`src/rtl/shuffle_gen_pkg.sv`:
```
// Shared types and constants for the Fisher-Yates shuffle generator.
// Build option: SHUFFLE_LFSR_FREERUN_EN (free-running LFSR while idle).
package shuffle_gen_pkg;

  typedef enum logic [2:0] {
    IDLE,
    INIT,
    DRAW,
    SWAP,
    DONE
  } state_t;

  localparam logic [15:0] LFSR_TAPS    = 16'hB400;
  localparam logic [15:0] DEFAULT_SEED = 16'hACE1;

  // Smallest all-ones value >= i.
  function automatic logic [15:0] mask_for(input logic [15:0] i);
    logic [15:0] m;
    m = i;
    m = m | (m >> 1);
    m = m | (m >> 2);
    m = m | (m >> 4);
    m = m | (m >> 8);
    return m;
  endfunction

endpackage

```
`src/rtl/shuffle_gen_lfsr16.sv`:
```
// 16-bit right-shifting Galois LFSR with load and step enable.
// Load has priority over step.
module lfsr16
  import shuffle_gen_pkg::*;
#(
  parameter logic [15:0] RESET_VAL = 16'hACE1,
  parameter logic [15:0] TAPS      = LFSR_TAPS
) (
  input  logic        clk,
  input  logic        rst,
  input  logic        en,
  input  logic        load,
  input  logic [15:0] load_val,
  output logic [15:0] q
);

  logic [15:0] q_step;

  always_comb begin
    q_step = {1'b0, q[15:1]};
    if (q[0]) q_step = q_step ^ TAPS;
  end

  always_ff @(posedge clk or negedge rst) begin
    if (!rst) begin
      q <= RESET_VAL;
    end else if (load) begin
      q <= load_val;
    end else if (en) begin
      q <= q_step;
    end
  end

endmodule

```
`src/rtl/shuffle_gen.sv`:
```
// In-place Fisher-Yates permutation of 0..N-1 driven by a 16-bit LFSR.
// Build option: SHUFFLE_LFSR_FREERUN_EN (LFSR steps every idle cycle).
module shuffle_gen
  import shuffle_gen_pkg::*;
#(
  parameter int          WIDTH        = 8,
  parameter int          N            = 16,
  parameter logic [15:0] DEFAULT_SEED = 16'hACE1
) (
  input  logic               clk,
  input  logic               rst,
  input  logic               start,
  input  logic [15:0]        seed,
  output logic               busy,
  output logic               done,
  output logic [N*WIDTH-1:0] data_out
);

  localparam int IW = (N > 2) ? $clog2(N) : 1;

  state_t         state;
  state_t         state_nxt;
  logic [IW-1:0]  idx_i;
  logic [IW-1:0]  idx_j;
  logic [IW-1:0]  j_nxt;
  logic [WIDTH-1:0] arr [N];

  logic [15:0] lfsr_q;
  logic [15:0] lfsr_val;
  logic        lfsr_en;
  logic        lfsr_ld;

  logic [15:0] i_ext;
  logic [15:0] r;
  logic [15:0] j_ext;

  lfsr16 #(
    .RESET_VAL (DEFAULT_SEED),
    .TAPS      (LFSR_TAPS)
  ) u_lfsr (
    .clk      (clk),
    .rst      (rst),
    .en       (lfsr_en),
    .load     (lfsr_ld),
    .load_val (lfsr_val),
    .q        (lfsr_q)
  );

  // Fold draws above i back into 0..i so each draw takes one cycle.
  always_comb begin
    i_ext = 16'(idx_i);
    r     = lfsr_q & mask_for(i_ext);
    j_ext = (r > i_ext) ? (r - i_ext - 16'd1) : r;
    j_nxt = IW'(j_ext);
  end

  always_comb begin
    state_nxt = state;
    lfsr_en   = 1'b0;
    lfsr_ld   = 1'b0;
    lfsr_val  = (seed == 16'd0) ? DEFAULT_SEED : seed;
    unique case (state)
      IDLE: begin
`ifdef SHUFFLE_LFSR_FREERUN_EN
        lfsr_en  = 1'b1;
        lfsr_val = seed;
        lfsr_ld  = start && (seed != 16'd0);
`else
        lfsr_ld  = start;
`endif
        if (start) state_nxt = INIT;
      end
      INIT: state_nxt = DRAW;
      DRAW: begin
        lfsr_en   = 1'b1;
        state_nxt = SWAP;
      end
      SWAP: begin
        if (idx_i == IW'(1)) state_nxt = DONE;
        else                 state_nxt = DRAW;
      end
      DONE: state_nxt = IDLE;
      default: state_nxt = IDLE;
    endcase
  end

  always_ff @(posedge clk or negedge rst) begin
    if (!rst) begin
      state <= IDLE;
      idx_i <= '0;
      idx_j <= '0;
    end else begin
      state <= state_nxt;
      if (state == INIT) idx_i <= IW'(N - 1);
      if (state == DRAW) idx_j <= j_nxt;
      if (state == SWAP) idx_i <= idx_i - IW'(1);
    end
  end

  for (genvar e = 0; e < N; e++) begin : g_elem
    logic hit_i;
    logic hit_j;

    assign hit_i = (idx_i == IW'(e));
    assign hit_j = (idx_j == IW'(e));

    always_ff @(posedge clk or negedge rst) begin
      if (!rst) begin
        arr[e] <= WIDTH'(e);
      end else if (state == INIT) begin
        arr[e] <= WIDTH'(e);
      end else if (state == SWAP) begin
        if (hit_i)      arr[e] <= arr[idx_j];
        else if (hit_j) arr[e] <= arr[idx_i];
      end
    end

    assign data_out[e*WIDTH +: WIDTH] = arr[e];
  end

  assign busy = (state == INIT) || (state == DRAW) || (state == SWAP);
  assign done = (state == DONE);

endmodule

```
`config.mk`:
```
export PLATFORM = sky130hd
export DESIGN_NAME = shuffle_gen
export DESIGN_NICKNAME = d
export VERILOG_FILES = /design/src/rtl/shuffle_gen_pkg.sv /design/src/rtl/shuffle_gen_lfsr16.sv /design/src/rtl/shuffle_gen.sv
export SDC_FILE = /design/constraint.sdc
export NUM_CORES = 1
export LEC_CHECK = 0
export ABC_AREA = 1
export CAP_MARGIN = 20
export CORE_AREA = 10 10 178 180
export CTS_BUF_LIST = sky130_fd_sc_hd__clkbuf_16
export DETAILED_ROUTE_END_ITERATION = 8
export DIE_AREA = 0 0 188 190
export GPL_TIMING_DRIVEN = 0
export PLACE_DENSITY = 0.72
export SYNTH_ARGS = -nofsm -noshare
export SYNTH_HDL_FRONTEND = slang
export SYNTH_SLANG_ARGS = --single-unit
```
`constraint.sdc`:
```
create_clock -name clk -period 3.83 [get_ports clk]
set_input_delay 1.149 -clock clk [delete_from_list [all_inputs] [get_ports clk]]
set_output_delay 1.149 -clock clk [all_outputs]
set_load 0.01 [all_outputs]
```
==> reports/metrics.cfg <==
[layout]
antennaDiodeCount=0
drive_above_1_share_pct=10.68
syn_to_final_growth_pct=23.37
fillers=2964
nNetsFinal=1916
final_cell_count_no_fill=2285

[setup_path]
end_kind=flop
worstPathCellList=inv_2, buf_2, buf_2, ha_1, nand2_1, nor2_1, buf_2, nor2_1, ha_1, inv_1, o22ai_1, nor2_1, o211ai_1, o21ai_0
r2r_start=idx_i[0]
reg2reg_depth=14
crit_fanout=12
cp.required_ns=4.10
cpPeakStageDelay_ns=0.50
cp-start-kind=flop
slowest_stage=dfrtp_1
r2r_end=idx_j[0]
r2r_slack_ns=0.29
cp_top_family=buffers and inverters
crit_buf_inv=5
critPathArrivalTime_ns=3.82
crit_type=reg2reg

[hold_path]
hold_end=data_out[125]
hold_depth=2
hold_path_startpoint=data_out[125]
hold_class=reg2reg

[timing]
fin_crit_ns=3.544
period_share_pct=92.53
max_freq_ghz=0.2822
relSlewSlack_pct=31.02
setup_violations=0
finClkSkew_ns=0.01084
timing.setup.tns_ns=0
maxSlewViolCount=0
hold_viol=0
tightest_slew_ns=1.035
rsz0062_at_grt=false

[drt]
dr.pass1.iters=8
vias=12840
drcViolationCount=0
routedWlPerCell_um=23.09
routed_wirelength_um=52770
viasPerCell=5.620
drt_iter0_markers=1695
drtAntennaViolNets=0

[placement]
dp.cells=2254
place_congestion=1.027
hpwl_um=38330
io_buffers=148

[floorplan]
dieArea_mm2=0.03572
start_util_pct=39.21
row_count=62
pin_count=149
die_x_um=188
core_mm2=0.02824
die_h_um=190

[synthesis]
syn_inst=1721
ys_seq_area_share_pct=35.48
netlist_top_cells_area=nand2_1, dfrtp_1, dfstp_2
yosysWarnings=0
synth_top_cell_area_share_pct=26.68
syn_area_per_cell_um2=6.434
syn-num-nets=1749
syn_area_mm2=0.01107
synth_cell_types=42
yosys.area.top_type=nand2_1
postSynthRegisterBits=155

[power]
total_leakage_power_nw=6.928
powerDensity_mw_per_mm2=1137
peakVddDrop_mv=0.5375

[clock_network]
cts_tree=yes
cts.repair.resized=0
hold_buffers=0
cts_made_buffers=17
htree_levels=4
clockRootBuffer=clkbuf_16
clk_path_buf_depth=2
clk_latency_ns=0.45
cts.sinks=155
clkSlewWorstSetupHoldPaths_ns=0.07
post-cts-setup-buffers=0

[global_route]
grt_pass1_wl_um=77660
overflow=0
grt_max_degree=86
antenna_found_initial=0
grt_pass1_vias=12160
grt_usage_pct=28.78

[outcome]
status=finished clean

[flow_run]
maxCapViolCount=0

## layout make-up
class | instances | area, µm² | area share [%]
repair buffers | 149 | 1510 | 11.06
clock buffers | 17 | 425.4 | 3.114
flip-flops and latches | 155 | 3929 | 28.76
multi-input cells | 1322 | 6132 | 44.89
well taps | 384 | 480.5 | 3.517
clock inverters | 15 | 175.2 | 1.282
inverters | 189 | 711.9 | 5.212
plain buffers | 54 | 296.5 | 2.171
## metal layers
metal	track usage [%]	routed length, µm	up-vias
met1	36.91	21090	5986
li1	-	-	5787
met4	15.42	2783	0
met5	0	0	-
met3	7.744	6424	154
met2	43.49	22460	914
## cell usage after synthesis
library cell  instances
nand2_1             787
inv_1               167
nand3_1             164
o21ai_0             142
dfrtp_1             115
nor2_1               58
dfstp_2              40
o211ai_1             27
o21ai_1              25
buf_2                24
nor2_4               23
inv_2                20
nor2_2               17
clkbuf_1             15
a21oi_1              12
buf_4                 9
a21oi_4               8
ha_1                  8
nand2_2               7
nor3_1                6
a21oi_2               5
buf_6                 4
nand4_1               4
o22ai_1               4
a22oi_1               3
buf_1                 3
nand2_4               3
nor2_8                3
xnor2_1               3
a221oi_1              2
a31oi_1               2
a31o_2                1
clkinv_1              1
fa_1                  1
inv_4                 1
nand2_8               1
nand3_2               1
o21ai_2               1
o221ai_1              1
o31ai_1               1
o31ai_2               1
xor2_1                1
## flip-flops by register name, indices dropped and copies added, names as in the netlist
register	cells
data_out	128
idx_i	4
idx_j	4
state	3
u_lfsr.q	16
## through the flow
step	area (µm²)	power (mW)	worst slack, ns	hold WS [ns]	util, %
6_report	13660	15.54	0.2862	0.5116	48.38
5_1_grt	13660	16.25	0.1471	0.5268	48.38
4_1_cts	13660	15.10	0.3780	0.5166	48.38
3_5_place_dp	13060	13.28	-0.02750	0.4981	46.26
3_3_place_gp	13040	13.15	-4.695	0.4948	46.16
2_1_floorplan	11070	8.773	1.024	0.4871	-
## placed cells by master, fill, tap and decap left out, types with 4 or more instances in the layout
cell type,instances
clkbuf_1,15
nor2_1,58
nor2_4,23
buf_4,9
o211ai_1,27
o21ai_0,142
inv_1,167
inv_2,20
nor2_2,17
buf_2,24
a21oi_4,8
a21oi_2,5
o22ai_1,4
nand2_1,787
dfrtp_1,115
clkbuf_16,17
nand3_1,164
o21ai_1,25
a21oi_1,12
nand2_2,7
clkdlybuf4s50_1,147
nand4_1,4
nor3_1,6
inv_6,6
dfstp_2,40
buf_6,5
ha_1,8
## worst max path at each step
stage	depth (start not counted)	to	from
finish	14	idx_j[0]	idx_i[0]
global route	14	idx_j[0]	idx_i[0]
CTS	14	idx_j[0]	idx_i[0]
detailed placement	14	idx_j[0]	idx_i[1]
global placement	1	data_out[35]	rst
floorplan	14	idx_j[0]	idx_i[1]
## report_power, final
part	internal, mW	leakage (nW)	total [mW]	switching, mW
logic	3.06	4.73	10.6	7.49
clock network	0.986	0.291	1.81	0.825
registers	2.46	1.91	3.17	0.711
total	6.51	6.93	15.5	9.03
## worst reg2reg max path, cell delays in order (launching register included)
cell	delay, ns
dfrtp_1	0.50
inv_2	0.09
buf_2	0.30
buf_2	0.42
ha_1	0.25
nand2_1	0.08
nor2_1	0.19
buf_2	0.26
nor2_1	0.11
ha_1	0.29
inv_1	0.05
o22ai_1	0.30
nor2_1	0.15
o211ai_1	0.20
o21ai_0	0.18
## cell families after synthesis
kind of cell	count (synthesis)	synth area share [%]
xor gates and xnor gates	4	0.3164
DFF	155	35.48
buffers and inverters	244	9.141
adders and majority gates	9	1.085
and+or+nand+nor	1074	41.37
AOI/OAI and AO/OA	235	12.61
No activity file was read; power rests on OpenSTA's default activity.
